===== config.mk =====
export PLATFORM = sky130hd
export DESIGN_NAME = axi_read_arbiter_flat
export DESIGN_NICKNAME = d
export VERILOG_FILES = /design/src/rtl/axi_read_arbiter_if.sv /design/src/rtl/axi_read_arbiter.sv /design/src/flat_wrapper.sv
export SDC_FILE = /design/constraint.sdc
export NUM_CORES = 1
export LEC_CHECK = 0
export CORE_ASPECT_RATIO = 0.75
export CORE_MARGIN = 2
export CORE_UTILIZATION = 33
export CTS_BUF_LIST = sky130_fd_sc_hd__clkbuf_8
export CTS_CLUSTER_DIAMETER = 60
export DETAILED_ROUTE_END_ITERATION = 10
export GPL_ROUTABILITY_DRIVEN = 1
export PLACE_DENSITY = 0.95
export SYNTH_ARGS = -nofsm -noshare
export SYNTH_HDL_FRONTEND = slang
export SYNTH_SLANG_ARGS = --single-unit
export TNS_END_PERCENT = 100

===== constraint.sdc =====
create_clock -name ACLK -period 2.09 [get_ports ACLK]
set_clock_uncertainty 0.2 [all_clocks]
set_input_delay 0.418 -clock ACLK [delete_from_list [all_inputs] [get_ports ACLK]]
set_output_delay 0.418 -clock ACLK [all_outputs]
set_load 0.005 [all_outputs]

===== src/rtl/axi_read_arbiter_if.sv =====
// AXI read address and read data channels between the arbiter (master) and a slave.
interface axi_read_arbiter_if #(
   parameter int unsigned BusWidth = 32,
   parameter int unsigned tagbits  = 1
);
   logic [tagbits-1:0]  ARID;
   logic [BusWidth-1:0] ARADDR;
   logic [3:0]          ARLEN;
   logic [1:0]          ARSIZE;
   logic [1:0]          ARBURST;
   logic                ARVALID;
   logic                ARREADY;
   logic [tagbits-1:0]  RID;
   logic [BusWidth-1:0] RDATA;
   logic [1:0]          RRESP;
   logic                RLAST;
   logic                RVALID;
   logic                RREADY;

   modport master (
      output ARID, ARADDR, ARLEN, ARSIZE, ARBURST, ARVALID, RREADY,
      input  ARREADY, RID, RDATA, RRESP, RLAST, RVALID
   );

   modport slave (
      input  ARID, ARADDR, ARLEN, ARSIZE, ARBURST, ARVALID, RREADY,
      output ARREADY, RID, RDATA, RRESP, RLAST, RVALID
   );
endinterface


===== src/rtl/axi_read_arbiter.sv =====
// Two-requester round-robin AXI read arbiter with per-requester outstanding-burst limits
// and ID-based routing of read responses.
module axi_read_arbiter #(
   parameter int unsigned BusWidth = 32,
   parameter int unsigned tagbits  = 1,
   parameter int unsigned MaxOutst = 2
) (
   input  logic                ACLK,
   input  logic                ARESETn,
   input  logic                req0_valid,
   output logic                req0_ready,
   input  logic [BusWidth-1:0] req0_addr,
   input  logic [3:0]          req0_len,
   input  logic [1:0]          req0_size,
   input  logic [1:0]          req0_burst,
   input  logic                req1_valid,
   output logic                req1_ready,
   input  logic [BusWidth-1:0] req1_addr,
   input  logic [3:0]          req1_len,
   input  logic [1:0]          req1_size,
   input  logic [1:0]          req1_burst,
   output logic [BusWidth-1:0] rsp_data,
   output logic [1:0]          rsp_resp,
   output logic                rsp_last,
   output logic                rsp0_valid,
   input  logic                rsp0_ready,
   output logic                rsp1_valid,
   input  logic                rsp1_ready,
   output logic [1:0]          outst0,
   output logic [1:0]          outst1,
   axi_read_arbiter_if.master  axi
);

   localparam logic [1:0] MaxCnt = 2'(MaxOutst);

   typedef enum logic [0:0] {StIdle, StIssue} state_e;

   state_e              state_q;
   logic                last_grant_q;
   logic [tagbits-1:0]  ar_id_q;
   logic [BusWidth-1:0] ar_addr_q;
   logic [3:0]          ar_len_q;
   logic [1:0]          ar_size_q;
   logic [1:0]          ar_burst_q;
   logic [1:0]          outst0_q, outst1_q;

   logic elig0, elig1, gnt_any, gnt_sel;
   logic ar_hs, r_done, rid_ok, rid_one;
   logic inc0, inc1, dec0, dec1;

   // Arbitration
   assign elig0   = (state_q == StIdle) && req0_valid && (outst0_q < MaxCnt);
   assign elig1   = (state_q == StIdle) && req1_valid && (outst1_q < MaxCnt);
   assign gnt_any = elig0 || elig1;
   assign gnt_sel = (elig0 && elig1) ? ~last_grant_q : elig1;

   assign req0_ready = gnt_any && !gnt_sel;
   assign req1_ready = gnt_any && gnt_sel;

   assign axi.ARVALID = (state_q == StIssue);
   assign axi.ARID    = ar_id_q;
   assign axi.ARADDR  = ar_addr_q;
   assign axi.ARLEN   = ar_len_q;
   assign axi.ARSIZE  = ar_size_q;
   assign axi.ARBURST = ar_burst_q;

   always_ff @(posedge ACLK or negedge ARESETn) begin
      if (!ARESETn) begin
         state_q      <= StIdle;
         last_grant_q <= 1'b1;
         ar_id_q      <= '0;
         ar_addr_q    <= '0;
         ar_len_q     <= '0;
         ar_size_q    <= '0;
         ar_burst_q   <= '0;
      end else begin
         unique case (state_q)
            StIdle: begin
               if (gnt_any) begin
                  state_q      <= StIssue;
                  last_grant_q <= gnt_sel;
                  ar_id_q      <= tagbits'(gnt_sel);
                  ar_addr_q    <= gnt_sel ? req1_addr  : req0_addr;
                  ar_len_q     <= gnt_sel ? req1_len   : req0_len;
                  ar_size_q    <= gnt_sel ? req1_size  : req0_size;
                  ar_burst_q   <= gnt_sel ? req1_burst : req0_burst;
               end
            end
            StIssue: begin
               if (axi.ARREADY) state_q <= StIdle;
            end
         endcase
      end
   end

   // Response routing; IDs beyond the two requesters are drained and ignored.
   assign rid_ok  = (axi.RID >> 1) == '0;
   assign rid_one = axi.RID[0];

   assign rsp0_valid = axi.RVALID && rid_ok && !rid_one;
   assign rsp1_valid = axi.RVALID && rid_ok && rid_one;
   assign axi.RREADY = !rid_ok ? 1'b1 : (rid_one ? rsp1_ready : rsp0_ready);

   assign rsp_data = axi.RDATA;
   assign rsp_resp = axi.RRESP;
   assign rsp_last = axi.RLAST;

   // Outstanding-burst accounting
   assign ar_hs  = axi.ARVALID && axi.ARREADY;
   assign r_done = axi.RVALID && axi.RREADY && axi.RLAST && rid_ok;
   assign inc0   = ar_hs && !ar_id_q[0];
   assign inc1   = ar_hs && ar_id_q[0];
   assign dec0   = r_done && !rid_one;
   assign dec1   = r_done && rid_one;

   function automatic logic [1:0] cnt_next(input logic [1:0] cnt, input logic inc,
                                           input logic dec);
      if (inc && !dec) return cnt + 2'd1;
      if (dec && !inc && (cnt != 2'd0)) return cnt - 2'd1;
      return cnt;
   endfunction

   always_ff @(posedge ACLK or negedge ARESETn) begin
      if (!ARESETn) begin
         outst0_q <= 2'd0;
         outst1_q <= 2'd0;
      end else begin
         outst0_q <= cnt_next(outst0_q, inc0, dec0);
         outst1_q <= cnt_next(outst1_q, inc1, dec1);
      end
   end

   assign outst0 = outst0_q;
   assign outst1 = outst1_q;

endmodule


===== src/flat_wrapper.sv =====
// flat-port wrapper written by rule: the top's interface ports become plain ports
module axi_read_arbiter_flat 
#(
   parameter int unsigned BusWidth = 32,
   parameter int unsigned tagbits  = 1,
   parameter int unsigned MaxOutst = 2
)
  (ACLK, ARESETn, req0_valid, req0_ready, req0_addr, req0_len, req0_size, req0_burst, req1_valid, req1_ready, req1_addr, req1_len, req1_size, req1_burst, rsp_data, rsp_resp, rsp_last, rsp0_valid, rsp0_ready, rsp1_valid, rsp1_ready, outst0, outst1, axi_ARID, axi_ARADDR, axi_ARLEN, axi_ARSIZE, axi_ARBURST, axi_ARVALID, axi_RREADY, axi_ARREADY, axi_RID, axi_RDATA, axi_RRESP, axi_RLAST, axi_RVALID);
  axi_read_arbiter_if #(.BusWidth(BusWidth), .tagbits(tagbits)) axi_i ();
  input  logic ACLK;
  input  logic ARESETn;
  input  logic req0_valid;
  output logic req0_ready;
  input  logic [BusWidth-1:0] req0_addr;
  input  logic [3:0] req0_len;
  input  logic [1:0] req0_size;
  input  logic [1:0] req0_burst;
  input  logic req1_valid;
  output logic req1_ready;
  input  logic [BusWidth-1:0] req1_addr;
  input  logic [3:0] req1_len;
  input  logic [1:0] req1_size;
  input  logic [1:0] req1_burst;
  output logic [BusWidth-1:0] rsp_data;
  output logic [1:0] rsp_resp;
  output logic rsp_last;
  output logic rsp0_valid;
  input  logic rsp0_ready;
  output logic rsp1_valid;
  input  logic rsp1_ready;
  output logic [1:0] outst0;
  output logic [1:0] outst1;
  output wire logic [$bits(axi_i.ARID)-1:0] axi_ARID;
  output wire logic [$bits(axi_i.ARADDR)-1:0] axi_ARADDR;
  output wire logic [$bits(axi_i.ARLEN)-1:0] axi_ARLEN;
  output wire logic [$bits(axi_i.ARSIZE)-1:0] axi_ARSIZE;
  output wire logic [$bits(axi_i.ARBURST)-1:0] axi_ARBURST;
  output wire logic [$bits(axi_i.ARVALID)-1:0] axi_ARVALID;
  output wire logic [$bits(axi_i.RREADY)-1:0] axi_RREADY;
  input wire logic [$bits(axi_i.ARREADY)-1:0] axi_ARREADY;
  input wire logic [$bits(axi_i.RID)-1:0] axi_RID;
  input wire logic [$bits(axi_i.RDATA)-1:0] axi_RDATA;
  input wire logic [$bits(axi_i.RRESP)-1:0] axi_RRESP;
  input wire logic [$bits(axi_i.RLAST)-1:0] axi_RLAST;
  input wire logic [$bits(axi_i.RVALID)-1:0] axi_RVALID;
  assign axi_ARID = axi_i.ARID;
  assign axi_ARADDR = axi_i.ARADDR;
  assign axi_ARLEN = axi_i.ARLEN;
  assign axi_ARSIZE = axi_i.ARSIZE;
  assign axi_ARBURST = axi_i.ARBURST;
  assign axi_ARVALID = axi_i.ARVALID;
  assign axi_RREADY = axi_i.RREADY;
  assign axi_i.ARREADY = axi_ARREADY;
  assign axi_i.RID = axi_RID;
  assign axi_i.RDATA = axi_RDATA;
  assign axi_i.RRESP = axi_RRESP;
  assign axi_i.RLAST = axi_RLAST;
  assign axi_i.RVALID = axi_RVALID;
  axi_read_arbiter #(.BusWidth(BusWidth), .tagbits(tagbits), .MaxOutst(MaxOutst)) u_core (.ACLK(ACLK), .ARESETn(ARESETn), .req0_valid(req0_valid), .req0_ready(req0_ready), .req0_addr(req0_addr), .req0_len(req0_len), .req0_size(req0_size), .req0_burst(req0_burst), .req1_valid(req1_valid), .req1_ready(req1_ready), .req1_addr(req1_addr), .req1_len(req1_len), .req1_size(req1_size), .req1_burst(req1_burst), .rsp_data(rsp_data), .rsp_resp(rsp_resp), .rsp_last(rsp_last), .rsp0_valid(rsp0_valid), .rsp0_ready(rsp0_ready), .rsp1_valid(rsp1_valid), .rsp1_ready(rsp1_ready), .outst0(outst0), .outst1(outst1), .axi(axi_i));
endmodule

==> flow_summary.json, run 1 <==
{
  "share_comb_of_total_power": 0.536,
  "top_usage_layer": "met2",
  "power_density_cells_mw_per_mm2": 1230,
  "max_clock_freq_mhz": 489,
  "grt_setup_unrepaired": "false",
  "die_area_mm2": 0.00805,
  "criticalPathCategory": "primary input to output port",
  "cts.clk_slew.worst_paths_ns": 0.09,
  "p_leak_nw": 1.73,
  "critical_path.max_stage_delay_ns": 0.51,
  "timing.critical_path.arrival_ns": 1.43,
  "netlist_cell_types": 30,
  "sequential_cell_area_mm2": 0.00118,
  "worst_path_dominant_cell_family": "buffers and inverters",
  "viasPerCell": 4.91,
  "dpl.cell_count": 453,
  "post-cts-setup-buffer-count": 0,
  "final.min_clock_period_ns": 2.04,
  "worstHoldPathType": "flop to flop",
  "buffers_from_clock_root_to_sink_at_most": 2,
  "critical_path.n_buffers_inverters": 2,
  "syn_std_cell_area_mm2": 0.00242,
  "cpMostUsedCell": "clkdlybuf4s50_1",
  "antenna_left": 0,
  "grt_antenna_before_repair": 0,
  "ctsRootBufferMaster": "clkbuf_8",
  "floorplan.die.width_um": 103,
  "initial_utilization": 0.335,
  "dominantRegCellSynth": "dfrtp_1",
  "cts_tree": "done",
  "drt_iter0_markers": 163,
  "globalRouteMet3Util": 0.0490,
  "synth_area_per_cell_um2": 9.89,
  "flow.area_growth_from_synthesis_pct": 58.5,
  "timing.critical_path.from_type": "primary input",
  "detailroute.via_count": 2270,
  "finalNetCount": 486,
  "run_status": "finished clean",
  "worst_pin_slew_ns": 0.469,
  "post_synth_arst_share": 1.00,
  "ir_drop_mv": 0.654,
  "final_layout_size_suffix_gt1_frac": 0.0803,
  "timing.hold.ws_ns": 0.300,
  "data_required_time_at_the_worst_endpoint_ns": 1.47,
  "crit_path_end_kind": "output port",
  "report.final.hold_viol_count": 0,
  "dp.final_hpwl_mm": 5.19,
  "wire_length_reported_by_the_detailed_router_mm": 6.92,
  "wire_per_inst_um": 15.0,
  "ordered_cell_list_for_the_critical_path": "clkdlybuf4s50_1, clkdlybuf4s50_1",
  "postSynthCellCount": 245,
  "instances_no_fill": 462,
  "switching_power_mw": 1.61,
  "grt_pass1_vias": 2348,
  "r2r_slack_ns": 0.18,
  "final.period_utilization": 0.978,
  "numPortBuffers": 141,
  "grt_pass1_wl_mm": 10.9,
  "placementRows": 27,
  "ios": 210,
  "number_of_synthesized_flops_with_an_enable_pin": 0,
  "globalRouteTotalUtil": 0.173,
  "detailed_place.area_mm2": 0.00374,
  "power_switching_share": 0.343,
  "power.sequential.fraction": 0.352,
  "crit_path_top_delay_cell": "clkdlybuf4s50_1",
  "total_cts_buffers": 5,
  "fp.coreArea_mm2": 0.00723,
  "number_of_warnings_issued_by_yosys": 0,
  "grt_max_degree": 43,
  "multi_input_comb_area_um2": 805,
  "gp_congestion": 0.723,
  "floorplan.die.height_um": 78.2,
  "n_antenna_cell": 0,
  "worst_skew_pair.late_latency_ns": 0.29,
  "synth_seq_cells": 47,
  "drc": 0,
  "drv_cap": 0,
  "mappedNetlistNets": 371,
  "drv_slew": 0,
  "setup-violations-final": 0,
  "nFillCells": 675,
  "globalRouteMet2Util": 0.306,
  "global_route.usage.met1": 0.204,
  "clock_tree.htree_level_count": 2,
  "drtPass1Iterations": 5,
  "clock_sinks": 47,
  "grt-ovfl-total": 0,
  "clock_power_share": 0.111,
  "critical_path_peak_fanout": 3,
  "synth.yosys.seq_area_share": 0.486,
  "timing.slew.headroom": 0.687,
  "final_design_area_no_fill_mm2": 0.00384,
  "power_report.internal_total_mw": 3.09
}
## path summary, 6_finish.rpt
kind | start | endpoint | depth (start not counted)
min in group asynchronous | ARESETn | u_core.axi.ARID | 2
max in group asynchronous | ARESETn | u_core.axi.ARADDR[17] | 3
worst min register to register | u_core.axi.ARADDR[27] | u_core.axi.ARADDR[27] | 2
worst max register to register | u_core.outst0[1] | u_core.axi.ARADDR[23] | 6
worst min-delay path | u_core.axi.ARADDR[27] | u_core.axi.ARADDR[27] | 2
worst max-delay path | axi_RLAST | rsp_last | 2
## area by class of cell
type	count	share of cell area
Sequential cell	47	0.307
Clock buffer	5	0.0179
Inverter	31	0.0303
Clock inverter	3	0.00326
Multi-Input combinational cell	118	0.210
Timing Repair Buffer	157	0.399
Tap cell	101	0.0329
## power by group through the flow
stage	clock network, mW	logic, mW	registers, mW
detailed placement	0	2.54	1.67
CTS	0.545	2.54	1.66
global placement	0	2.44	1.64
finish	0.523	2.52	1.66
floorplan	0	1.14	1.68
global route	0.593	2.79	1.72
## through the flow
step / total power [mW] / utilization / worst slack, ns / TNS, ns
floorplan: 2.82 / - / 0.318 / 0
global placement: 4.08 / 0.517 / -0.430 / -9.56
detailed placement: 4.20 / 0.517 / -0.445 / -11.85
CTS: 4.75 / 0.530 / 0.00766 / 0
global route: 5.10 / 0.531 / 0.0106 / 0
finish: 4.70 / 0.531 / 0.0469 / 0
## Yosys cell counts, types with 2 or more instances
library cell,instances,area share
mux2i_1,2,0.0083
nand2_1,14,0.022
buf_2,11,0.023
buf_4,37,0.11
o21ai_1,13,0.027
xnor2_1,2,0.0072
dfrtp_1,46,0.48
a21o_1,2,0.0062
ha_1,2,0.010
nor2b_1,3,0.0077
o2bb2ai_1,2,0.0072
a21oi_1,17,0.035
a222oi_1,27,0.11
nor2_1,21,0.033
inv_1,31,0.048
## cells in the final DEF (no fill, tap or decap), types with 2 or more instances in the layout
cell,count
a21o_1,2
inv_1,33
xnor2_1,2
a222oi_1,27
o21ai_1,13
clkdlybuf4s50_1,132
buf_4,13
ha_1,2
nor2b_1,3
dfrtp_1,45
nor2_1,21
o2bb2ai_1,2
a21oi_1,17
nand2_1,14
dlygate4sd2_1,6
clkbuf_8,5
buf_6,2
mux2i_1,2
## layer usage
metal  share of wire  routed length [um]
met5               0                   0
met4           0.015                 103
met3           0.079                 545
met2            0.48                3350
met1            0.42                2930
## what timing repair did
| action | in CTS | in global routing |
|---|---|---|
| hold buffers | 1 | 0 |
| resized for setup | 10 | 3 |
| endpoints found under the setup margin | 6 | 15 |
| pin swaps | 0 | 3 |
| hold endpoints to repair | 9 | 0 |
## kinds of logic after synthesis
| group | share of synthesized area |
|---|---|
| AOI/OAI and AO/OA | 0.202 |
| xor gates and xnor gates | 0.00723 |
| adders and majority gates | 0.0103 |
| buffers and inverters | 0.187 |
| DFF | 0.486 |
| muxes | 0.0129 |
| and+or+nand+nor | 0.0940 |
## sequential cells by signal (all words and copies together), names as in the netlist
signal,count
u_core.axi.ARADDR,32
u_core.outst1,2
u_core.axi.ARID,1
u_core.last_grant_q,1
u_core.axi.ARSIZE,2
u_core.axi.ARLEN,4
u_core.axi.ARBURST,2
u_core.axi.ARVALID,1
u_core.outst0,2
Power figures use the tool's default switching activity.
==> inputs of run 2 (changes only) <==
- ABC_AREA: not set -> 1
- CORE_UTILIZATION: 33 -> 35
- CTS_CLUSTER_SIZE: not set -> 14
- PLACE_DENSITY: 0.95 -> 0.94
==> flow_summary.json, run 2 <==
{
  "synth_top_cells_by_count": "127 x nand3_1, 73 x nand2_1, 46 x dfrtp_1, 40 x buf_4, 38 x inv_1",
  "critical_path_peak_fanout": 2,
  "detailroute.via_count": 2911,
  "worst_pin_slew_ns": 0.516,
  "buffers_from_clock_root_to_sink_at_most": 2,
  "dpl.cell_count": 572,
  "syn_std_cell_area_mm2": 0.00280,
  "end_of_the_worst_register_to_register_path": "u_core.axi.ARADDR[18]",
  "ir_drop_mv": 0.534,
  "final_util": 0.541,
  "critical_path.max_stage_delay_ns": 0.51,
  "synth_seq_cells": 47,
  "floorplan.die.width_um": 107,
  "synth_simple_gate_area_share": 0.362,
  "antenna_left": 0,
  "grt_setup_unrepaired": "false",
  "ordered_cell_list_for_the_critical_path": "clkdlybuf4s50_1, clkdlybuf4s50_1",
  "fp.coreArea_mm2": 0.00781,
  "yosys-mux-area-fraction": 0,
  "final.min_clock_period_ns": 2.03,
  "die_area_mm2": 0.00874,
  "clock_sinks": 47,
  "floorplan.die.height_um": 81.4,
  "setup-violations-final": 0,
  "viasPerCell": 4.98,
  "netlist_cell_types": 24,
  "yosys.area.top_type_share": 0.411,
  "initial_utilization": 0.358,
  "final_common_cell": "clkdlybuf4s50_1",
  "critical_path.n_buffers_inverters": 2,
  "drv_cap": 0,
  "r2r_slack_ns": 0.23,
  "drtPass1Iterations": 4,
  "dp.final_hpwl_mm": 6.26,
  "timing.hold.ws_ns": 0.323,
  "flow.area_growth_from_synthesis_pct": 51.1,
  "final.period_utilization": 0.970,
  "wire_length_reported_by_the_detailed_router_mm": 8.29,
  "ff2ff_path_depth": 7,
  "mappedNetlistNets": 491,
  "final_layout_size_suffix_gt1_frac": 0.0877,
  "globalRouteMet3Util": 0.0500,
  "crit_path_top_delay_cell": "clkdlybuf4s50_1",
  "grt-ovfl-total": 0,
  "hold_end": "u_core.axi.ARADDR[27]",
  "drc": 0,
  "final_cell_mix": "132 x clkdlybuf4s50_1, 127 x nand3_1, 73 x nand2_1, 46 x dfrtp_1, 38 x inv_1",
  "ctsRootBufferMaster": "clkbuf_8",
  "synth_top_cells_by_area": "dfrtp_1 41%, nand3_1 23%, buf_4 11%",
  "grt_antenna_before_repair": 0,
  "grt_pass1_wl_mm": 13.2,
  "largest_register_ffs": 32,
  "dominantRegCellSynth": "dfrtp_1",
  "clock_tree.htree_level_count": 2,
  "post_synth_arst_share": 1.00,
  "max_clock_freq_mhz": 493,
  "numPortBuffers": 141,
  "global_route.usage.met1": 0.225,
  "synth_largest_area_cell": "dfrtp_1",
  "timing.slew.headroom": 0.656,
  "total_cts_buffers": 5,
  "final_sum_of_negative_setup_slack_ns": 0,
  "post-route-worst-setup-slack_ns": 0.0621,
  "hold_depth": 2,
  "criticalPathCategory": "primary input to output port",
  "number_of_warnings_issued_by_yosys": 0,
  "cts.clk_slew.worst_paths_ns": 0.09,
  "p_leak_nw": 2.03,
  "synthXorXnorAreaFrac": 0,
  "top_usage_layer": "met2",
  "hp-start": "u_core.axi.ARADDR[27]",
  "globalRouteMet2Util": 0.349,
  "cts_tree": "done",
  "finalNetCount": 604,
  "wire_per_inst_um": 14.2,
  "worst_r2r_startpoint": "u_core.axi.ARVALID",
  "worst_path_dominant_cell_family": "buffers and inverters",
  "globalRouteTotalUtil": 0.190,
  "nFillCells": 718,
  "grt_max_degree": 43,
  "drv_slew": 0,
  "instances_no_fill": 584,
  "report.final.hold_viol_count": 0,
  "number_of_synthesized_flops_with_an_enable_pin": 0,
  "drt_iter0_markers": 99,
  "cpMostUsedCell": "clkdlybuf4s50_1",
  "worst_skew_pair.late_latency_ns": 0.29,
  "dpl_worst_slack_ns": -0.304,
  "timing.critical_path.arrival_ns": 1.41,
  "crit_path_end_kind": "output port",
  "synth_area_per_cell_um2": 7.67,
  "ios": 210,
  "fraction_of_the_mapped_netlist_area_in_compound_gates": 0.0116,
  "synthAdderAreaFrac": 0.00894,
  "placementRows": 28,
  "main_combinational_cell_family_by_area_after_synthesis": "simple AND/OR/NAND/NOR gates",
  "most_numerous_cell_in_the_yosys_netlist": "nand3_1",
  "gp_congestion": 0.840,
  "power_density_cells_mw_per_mm2": 1140,
  "synth.yosys.seq_area_share": 0.421,
  "run_status": "finished clean",
  "n_antenna_cell": 0,
  "data_required_time_at_the_worst_endpoint_ns": 1.47,
  "grt_pass1_vias": 2833,
  "worstHoldPathType": "flop to flop",
  "timing.critical_path.from_type": "primary input",
  "postSynthCellCount": 365
}
==> run 2: logic make-up after synthesis <==
group           Yosys count
compound gates            6
fa+ha+maj                 2
buf+inv                  96
flops                    47
simple gates            214
==> run 2: timing repair <==
| action | in CTS | in global routing |
|---|---|---|
| resized for setup | 9 | 1 |
| endpoints found under the hold margin | 19 | 0 |
| buffers inserted | 2 | 1 |
| setup endpoints to repair | 5 | 2 |
| hold buffers | 1 | 0 |
| pin swaps | 1 | 0 |
==> run 2: layout make-up <==
cell class / count / area, um^2 / share of cell area
clock buffer: 5 / 68.8 / 0.0163
multi-input combinational: 222 / 1070 / 0.254
clock inverter: 3 / 43.8 / 0.0104
sequential: 47 / 1180 / 0.278
inverter: 42 / 163 / 0.0385
timing repair buffer: 160 / 1570 / 0.371
tap: 105 / 131 / 0.0311
==> run 2: worst max-delay path by stage <==
stage,from,endpoint,slack (ns),cells past startpoint
2_1_floorplan,u_core.outst1[1],req1_ready,0.49,6
3_3_place_gp,req1_valid,req1_ready,-0.30,6
3_5_place_dp,req1_valid,req1_ready,-0.30,6
4_1_cts,u_core.outst1[1],req1_ready,0.04,6
5_1_grt,u_core.outst1[1],req1_ready,0.009,6
6_report,axi_RLAST,rsp_last,0.06,2
==> run 2: power breakdown <==
group | internal [mW] | switching [mW] | total [mW]
clock | 0.356 | 0.309 | 0.665
sequential | 1.37 | 0.297 | 1.67
combinational | 1.41 | 1.07 | 2.48
==> run 2: routing by layer <==
metal,vias to the layer above,part of all wire
li1,1375,-
met5,-,0
met4,0,0.0062
met2,129,0.49
met1,1398,0.43
met3,9,0.072
==> run 2: stage by stage <==
| stage | power [mW] | instance area (um^2) |
|---|---|---|
| after floorplan | 2.81 | 2800 |
| after global placement | 4.04 | 4090 |
| after detailed placement | 4.15 | 4090 |
| after CTS | 4.84 | 4220 |
| after global routing | 5.20 | 4230 |
| final | 4.81 | 4230 |
